--- src/rtl/pipe_pkg.sv ---
// rtl/pipe_pkg.sv - shared constants and PC fault helper for pipeline stage registers
package pipe_pkg;

  localparam int EXC_NONE = 0;
  localparam int EXC_ADEL = 4;
  localparam int EXC_ADES = 5;
  localparam int EXC_RI   = 10;
  localparam int EXC_OV   = 12;

  localparam logic [31:0] TEXT_LO = 32'h0000_3000;
  localparam logic [31:0] TEXT_HI = 32'h0000_6FFC;

  localparam logic [31:0] DEF_RESET_PC = 32'h0000_3000;
  localparam logic [31:0] DEF_FLUSH_PC = 32'h0000_4180;

  // Instruction fetch address is bad if misaligned or outside the text segment.
  function automatic logic pc_fault(input logic [31:0] pc);
    return (pc[1:0] != 2'b00) || (pc < TEXT_LO) || (pc > TEXT_HI);
  endfunction

endpackage

--- src/rtl/pipe_stage_reg_if.sv ---
// rtl/pipe_stage_reg_if.sv - signal bundle between a pipeline stage and its stage register
interface pipe_stage_reg_if #(
  parameter int DATA_W = 32,
  parameter int EXC_W  = 5,
  parameter int CNT_W  = 8
);
  logic              stopen;
  logic              flush;
  logic              bubble;
  logic              valid_in;
  logic [31:0]       PC_in;
  logic [DATA_W-1:0] data_in;
  logic [EXC_W-1:0]  exc_in;
  logic              bd_in;
  logic              valid_out;
  logic [31:0]       PC_out;
  logic [DATA_W-1:0] data_out;
  logic [EXC_W-1:0]  exc_out;
  logic              bd_out;
  logic [CNT_W-1:0]  stall_cnt;

  modport master (
    output stopen, flush, bubble, valid_in, PC_in, data_in, exc_in, bd_in,
    input  valid_out, PC_out, data_out, exc_out, bd_out, stall_cnt
  );

  modport slave (
    input  stopen, flush, bubble, valid_in, PC_in, data_in, exc_in, bd_in,
    output valid_out, PC_out, data_out, exc_out, bd_out, stall_cnt
  );
endinterface

--- src/rtl/pipe_exc_check.sv ---
// rtl/pipe_exc_check.sv - fetch-address fault detection merged with upstream exception
module pipe_exc_check
  import pipe_pkg::*;
#(
  parameter int DATA_W = 32,
  parameter int EXC_W  = 5
) (
  input  logic              valid_in,
  input  logic [31:0]       pc,
  input  logic [EXC_W-1:0]  exc_in,
  input  logic [DATA_W-1:0] data_in,
  output logic [EXC_W-1:0]  exc,
  output logic [DATA_W-1:0] data
);
  logic fault;

  // An earlier exception always wins; only a clean, real instruction gets tagged AdEL.
  always_comb begin
    fault = valid_in && (exc_in == EXC_W'(EXC_NONE)) && pc_fault(pc);
    exc   = exc_in;
    data  = data_in;
    if (fault) begin
      exc  = EXC_W'(EXC_ADEL);
      data = '0;
    end
  end
endmodule

--- src/rtl/pipe_stage_reg.sv ---
// rtl/pipe_stage_reg.sv - inter-stage pipeline register with stall, bubble, flush and stall counter
module pipe_stage_reg
  import pipe_pkg::*;
#(
  parameter int          DATA_W   = 32,
  parameter int          EXC_W    = 5,
  parameter int          CNT_W    = 8,
  parameter bit          CHECK_PC = 1'b0,
  parameter logic [31:0] RESET_PC = DEF_RESET_PC,
  parameter logic [31:0] FLUSH_PC = DEF_FLUSH_PC
) (
  input logic            clk,
  input logic            reset,
  pipe_stage_reg_if.slave bus
);
  logic [EXC_W-1:0]  exc_ld;
  logic [DATA_W-1:0] data_ld;

  logic              valid_q;
  logic [31:0]       pc_q;
  logic [DATA_W-1:0] data_q;
  logic [EXC_W-1:0]  exc_q;
  logic              bd_q;
  logic [CNT_W-1:0]  cnt_q;

  generate
    if (CHECK_PC) begin : g_check
      pipe_exc_check #(
        .DATA_W (DATA_W),
        .EXC_W  (EXC_W)
      ) u_exc_check (
        .valid_in (bus.valid_in),
        .pc       (bus.PC_in),
        .exc_in   (bus.exc_in),
        .data_in  (bus.data_in),
        .exc      (exc_ld),
        .data     (data_ld)
      );
    end else begin : g_nocheck
      assign exc_ld  = bus.exc_in;
      assign data_ld = bus.data_in;
    end
  endgenerate

  // Stage contents: reset > flush > stall hold > bubble (keeps PC/bd for EPC) > load.
  always_ff @(posedge clk) begin
    if (reset) begin
      valid_q <= 1'b0;
      pc_q    <= RESET_PC;
      data_q  <= '0;
      exc_q   <= '0;
      bd_q    <= 1'b0;
    end else if (bus.flush) begin
      valid_q <= 1'b0;
      pc_q    <= FLUSH_PC;
      data_q  <= '0;
      exc_q   <= '0;
      bd_q    <= 1'b0;
    end else if (bus.stopen) begin
      valid_q <= valid_q;
    end else if (bus.bubble) begin
      valid_q <= 1'b0;
      pc_q    <= bus.PC_in;
      data_q  <= '0;
      exc_q   <= '0;
      bd_q    <= bus.bd_in;
    end else begin
      valid_q <= bus.valid_in;
      pc_q    <= bus.PC_in;
      data_q  <= data_ld;
      exc_q   <= exc_ld;
      bd_q    <= bus.bd_in;
    end
  end

  // Consecutive stall cycles, saturating; any non-stall or flush edge clears it.
  always_ff @(posedge clk) begin
    if (reset || bus.flush || !bus.stopen) begin
      cnt_q <= '0;
    end else if (cnt_q != {CNT_W{1'b1}}) begin
      cnt_q <= cnt_q + 1'b1;
    end
  end

  assign bus.valid_out = valid_q;
  assign bus.PC_out    = pc_q;
  assign bus.data_out  = data_q;
  assign bus.exc_out   = exc_q;
  assign bus.bd_out    = bd_q;
  assign bus.stall_cnt = cnt_q;
endmodule

--- src/flat_wrapper.sv ---
// flat-port wrapper written by rule: the top's interface ports become plain ports
module pipe_stage_reg_flat import pipe_pkg::*;
#(
  parameter int          DATA_W   = 32,
  parameter int          EXC_W    = 5,
  parameter int          CNT_W    = 8,
  parameter bit          CHECK_PC = 1'b0,
  parameter logic [31:0] RESET_PC = DEF_RESET_PC,
  parameter logic [31:0] FLUSH_PC = DEF_FLUSH_PC
)
  (clk, reset, bus_stopen, bus_flush, bus_bubble, bus_valid_in, bus_PC_in, bus_data_in, bus_exc_in, bus_bd_in, bus_valid_out, bus_PC_out, bus_data_out, bus_exc_out, bus_bd_out, bus_stall_cnt);
  pipe_stage_reg_if #(.DATA_W(DATA_W), .EXC_W(EXC_W), .CNT_W(CNT_W)) bus_i ();
  input logic clk;
  input logic reset;
  input wire logic [$bits(bus_i.stopen)-1:0] bus_stopen;
  input wire logic [$bits(bus_i.flush)-1:0] bus_flush;
  input wire logic [$bits(bus_i.bubble)-1:0] bus_bubble;
  input wire logic [$bits(bus_i.valid_in)-1:0] bus_valid_in;
  input wire logic [$bits(bus_i.PC_in)-1:0] bus_PC_in;
  input wire logic [$bits(bus_i.data_in)-1:0] bus_data_in;
  input wire logic [$bits(bus_i.exc_in)-1:0] bus_exc_in;
  input wire logic [$bits(bus_i.bd_in)-1:0] bus_bd_in;
  output wire logic [$bits(bus_i.valid_out)-1:0] bus_valid_out;
  output wire logic [$bits(bus_i.PC_out)-1:0] bus_PC_out;
  output wire logic [$bits(bus_i.data_out)-1:0] bus_data_out;
  output wire logic [$bits(bus_i.exc_out)-1:0] bus_exc_out;
  output wire logic [$bits(bus_i.bd_out)-1:0] bus_bd_out;
  output wire logic [$bits(bus_i.stall_cnt)-1:0] bus_stall_cnt;
  assign bus_i.stopen = bus_stopen;
  assign bus_i.flush = bus_flush;
  assign bus_i.bubble = bus_bubble;
  assign bus_i.valid_in = bus_valid_in;
  assign bus_i.PC_in = bus_PC_in;
  assign bus_i.data_in = bus_data_in;
  assign bus_i.exc_in = bus_exc_in;
  assign bus_i.bd_in = bus_bd_in;
  assign bus_valid_out = bus_i.valid_out;
  assign bus_PC_out = bus_i.PC_out;
  assign bus_data_out = bus_i.data_out;
  assign bus_exc_out = bus_i.exc_out;
  assign bus_bd_out = bus_i.bd_out;
  assign bus_stall_cnt = bus_i.stall_cnt;
  pipe_stage_reg #(.DATA_W(DATA_W), .EXC_W(EXC_W), .CNT_W(CNT_W), .CHECK_PC(CHECK_PC), .RESET_PC(RESET_PC), .FLUSH_PC(FLUSH_PC)) u_core (.clk(clk), .reset(reset), .bus(bus_i));
endmodule
--- config.mk ---
export PLATFORM = sky130hd
export DESIGN_NAME = pipe_stage_reg_flat
export DESIGN_NICKNAME = d
export VERILOG_FILES = /design/src/rtl/pipe_pkg.sv /design/src/rtl/pipe_stage_reg_if.sv /design/src/rtl/pipe_exc_check.sv /design/src/rtl/pipe_stage_reg.sv /design/src/flat_wrapper.sv
export SDC_FILE = /design/constraint.sdc
export NUM_CORES = 1
export LEC_CHECK = 0
export ABC_AREA = 1
export CORE_MARGIN = 8
export CORE_UTILIZATION = 43
export DETAILED_ROUTE_END_ITERATION = 6
export GPL_TIMING_DRIVEN = 1
export PLACE_DENSITY = 0.86
export SLEW_MARGIN = 5
export SYNTH_ARGS = -nofsm -noshare
export SYNTH_HDL_FRONTEND = slang
export SYNTH_SLANG_ARGS = --single-unit
export TNS_END_PERCENT = 10
--- constraint.sdc ---
create_clock -name clk -period 2.02 [get_ports clk]
set_input_delay 0.303 -clock clk [delete_from_list [all_inputs] [get_ports clk]]
set_output_delay 0.303 -clock clk [all_outputs]
set_load 0.02 [all_outputs]
==> impl_results.md <==
* Status: finished clean
* Register area share after synthesis at 0.519
* Clk_skew at 0.0124 ns
* Total power at 3.25 mW
* Seq pwr share at 0.499
* Simple-gate portion of the synthesized area at 0.215
* Synth Area in Compound Gates at 0.189
* Initial DRC count at 117
* Count of cell types in the netlist at 22
* FF+latch count, synth at 79
* Commonest non-fill, non-tap cells in the layout: clkdlybuf4s50_1, dfxtp_1, nand2_1, nor2_1, a21oi_1
* Share of cells above drive strength 1 at 0.138
* Crit path from: u_core.bus.stall_cnt[2]$_SDFFE_PP0P_
* WL final at 8960 um
* Design Area, Final at 4800 sq um
* Die X at 100 um
* CP cell instances: clkdlybuf4s50_1
* Top cells by area, synth: dfxtp_1, nand2_1, a22oi_2
* Setup CP Type: register to output port
* Sw Ratio at 0.238
* CP required at 1.72 ns
* Final period utilization at 0.856
* Commonest non-fill, non-tap cell in the layout: clkdlybuf4s50_1
* Root Driver: clkbuf_8
* Synthesis Warnings at 0
* Die Ht at 100 um
* Crit. path cell count at 1
* Final min period at 1.73 ns
* Avg WL per Cell at 15.2 um
* Antenna cell count at 0
* Post-synthesis instance area at 3050 sq um
* Cell taking the most area after synthesis: dfxtp_1
* Max-Cap Viols at 0
* Worst setup margin at 0.291 ns
* Peak Freq at 578 MHz
* RSZ-0062 raised after global routing: no
* Post-route ant nets at 0
* Final non-filler cell total at 588
* Clock Latency Late Sink at 0.33 ns
* Setup crit start kind: register
* Hold Path Depth at 2
* Total CTS buffers at 9
* Post-synthesis adder-cell area fraction at 0.00411
* Crit-path slowest cell: clkdlybuf4s50_1
* First-pass GRT wire length at 14,200 um
* Reg2reg start: u_core.bus.stall_cnt[0]$_SDFFE_PP0P_
* Clock transition at path regs at 0.08 ns
* Peak VDD IR at 0.376 mV
* Placed cell count at 573
* # Post-CTS Setup Buffers at 0
* CP delay by family, top: buffers and inverters
* Pre-CTS setup slack at 0.00752 ns
* Hpwl dp at 6640 um
* Mapped Cells at 341
* Worst-margin pin slew at 1.07 ns
* CP max stage delay at 0.65 ns
* H-tree depth at 3
* TNS Setup at 0 ns
* Hold Crit Class: register to register
* Worst hold slack at 0.455 ns
* Post-layout util at 0.703
* Final Slew Violations at 0
* Die ar. at 10,000 sq um
* Clk network pwr share at 0.358
* Psw at 0.775 mW
* Area growth from synthesis to layout at 57.7%
* Gr ovfl total at 0
* Placement Cell Area at 4610 sq um
* Largest net degree at the start of global routing at 70
* Initial antenna violation count at 0
* Syn Nets at 418
* IO Count at 155
* Power Density at 677 nW/um^2
* Site Rows at 30
* Combinational Power Share at 0.143
* Post-cts repair resize count at 0
* GP Congestion at 0.808
* Final nets at 565
* Largest family of logic cells by synthesized area: simple AND/OR/NAND/NOR gates
* Mux contribution to synthesized area at 0
* DR DRC count at 0
* Core ar. at 6830 sq um
* R2R Setup Slk at 0.75 ns
* P_int at 2.48 mW
* Worst reg-to-reg path cell count at 6
* # clock sinks at 79
* CTS max path bufs at 2
* DR pass1 iterations at 4
* Final setup viols at 0
* Total track usage at 0.177
* Synth Area in XOR/XNOR at 0
* TritonCTS clock tree: done
* Initial core utilization at 0.446
* Worst path arrival time at 1.43 ns
* Worst Path Buf+Inv at 1
* Vias per inst at 4.78
* IO buf count at 154
* Pleak at 1.75 nW
* Critical-path maximum fanout at 6
* Vias in the first global route at 2,907
* Worst setup EP type: output port
* Avg Inst Size Synth at 8.93 sq um
* Top-area cell type share of the netlist area at 0.519
* Routed vias at 2,812
* Critical Path Sink: bus_stall_cnt[2]
* Max-slew headroom at 0.286
* Final hold vios at 0
* CTS Hold Bufs at 0
* R2r endpoint: u_core.bus.stall_cnt[0]$_SDFFE_PP0P_
-- Yosys cell counts (all sizes together) --
master / number
o21ai: 5
clkbuf: 2
inv: 17
buf: 19
ha: 1
nand2: 78
o21bai: 1
nand3: 8
nor2: 62
dfxtp: 79
a31oi: 2
a22oi: 38
a21oi: 29
-- cells by family (layout without fill, tap and decap cells) --
family	count (synthesis)	after routing
AO/OA/AOI/OAI	75	75
flip-flops	79	79
AND/OR/NAND/NOR	148	148
adder cells (fa/ha/maj)	1	1
buffers and inverters	38	189
-- worst min path at each step --
| stage | to | slack (ns) | startpoint |
|---|---|---|---|
| after floorplan | u_core.bus.PC_out[12]$_SDFFE_PP1P_ | 0.43 | bus_PC_in[12] |
| after global placement | u_core.bus.PC_out[13]$_SDFFE_PP1P_ | 0.44 | u_core.bus.PC_out[13]$_SDFFE_PP1P_ |
| after detailed placement | u_core.bus.PC_out[6]$_SDFFE_PP0N_ | 0.45 | u_core.bus.PC_out[6]$_SDFFE_PP0N_ |
| after CTS | u_core.bus.PC_out[6]$_SDFFE_PP0N_ | 0.46 | u_core.bus.PC_out[6]$_SDFFE_PP0N_ |
| after global routing | u_core.bus.PC_out[27]$_SDFFE_PP0N_ | 0.48 | u_core.bus.PC_out[27]$_SDFFE_PP0N_ |
| final | u_core.bus.PC_out[6]$_SDFFE_PP0N_ | 0.46 | u_core.bus.PC_out[6]$_SDFFE_PP0N_ |
-- power by group through the flow --
stage / registers, mW / logic [mW] / clock network (mW)
2_1_floorplan: 1.71 / 0.162 / 0
3_3_place_gp: 1.66 / 0.461 / 0
3_5_place_dp: 1.66 / 0.469 / 0
4_1_cts: 1.62 / 0.470 / 1.19
5_1_grt: 1.63 / 0.502 / 1.27
6_report: 1.62 / 0.466 / 1.16
-- layer usage --
metal / track usage / vias to the layer above / wire length (um)
met4: 0.0884 / 0 / 255
met1: 0.190 / 1286 / 3570
met5: 0 / - / 0
met3: 0.0699 / 16 / 715
met2: 0.298 / 95 / 4420
li1: - / 1415 / -
-- registers in the layout, indices dropped and copies added, names as in the netlist --
signal / flops
u_core.bus.stall_cnt: 8
u_core.bus.PC_out: 32
u_core.bus.bd_out: 1
u_core.bus.data_out: 32
u_core.bus.valid_out: 1
u_core.bus.exc_out: 5
-- cell type report --
| type | count | area (sq um) |
|---|---|---|
| sequential | 79 | 1580 |
| multi-input combinational | 224 | 1240 |
| tap | 96 | 120 |
| clock buffer | 11 | 151 |
| inverter | 17 | 63.8 |
| fill | 584 | 2030 |
| clock inverter | 4 | 45.0 |
| timing repair buffer | 157 | 1600 |
No activity file was read; power rests on OpenSTA's default activity.
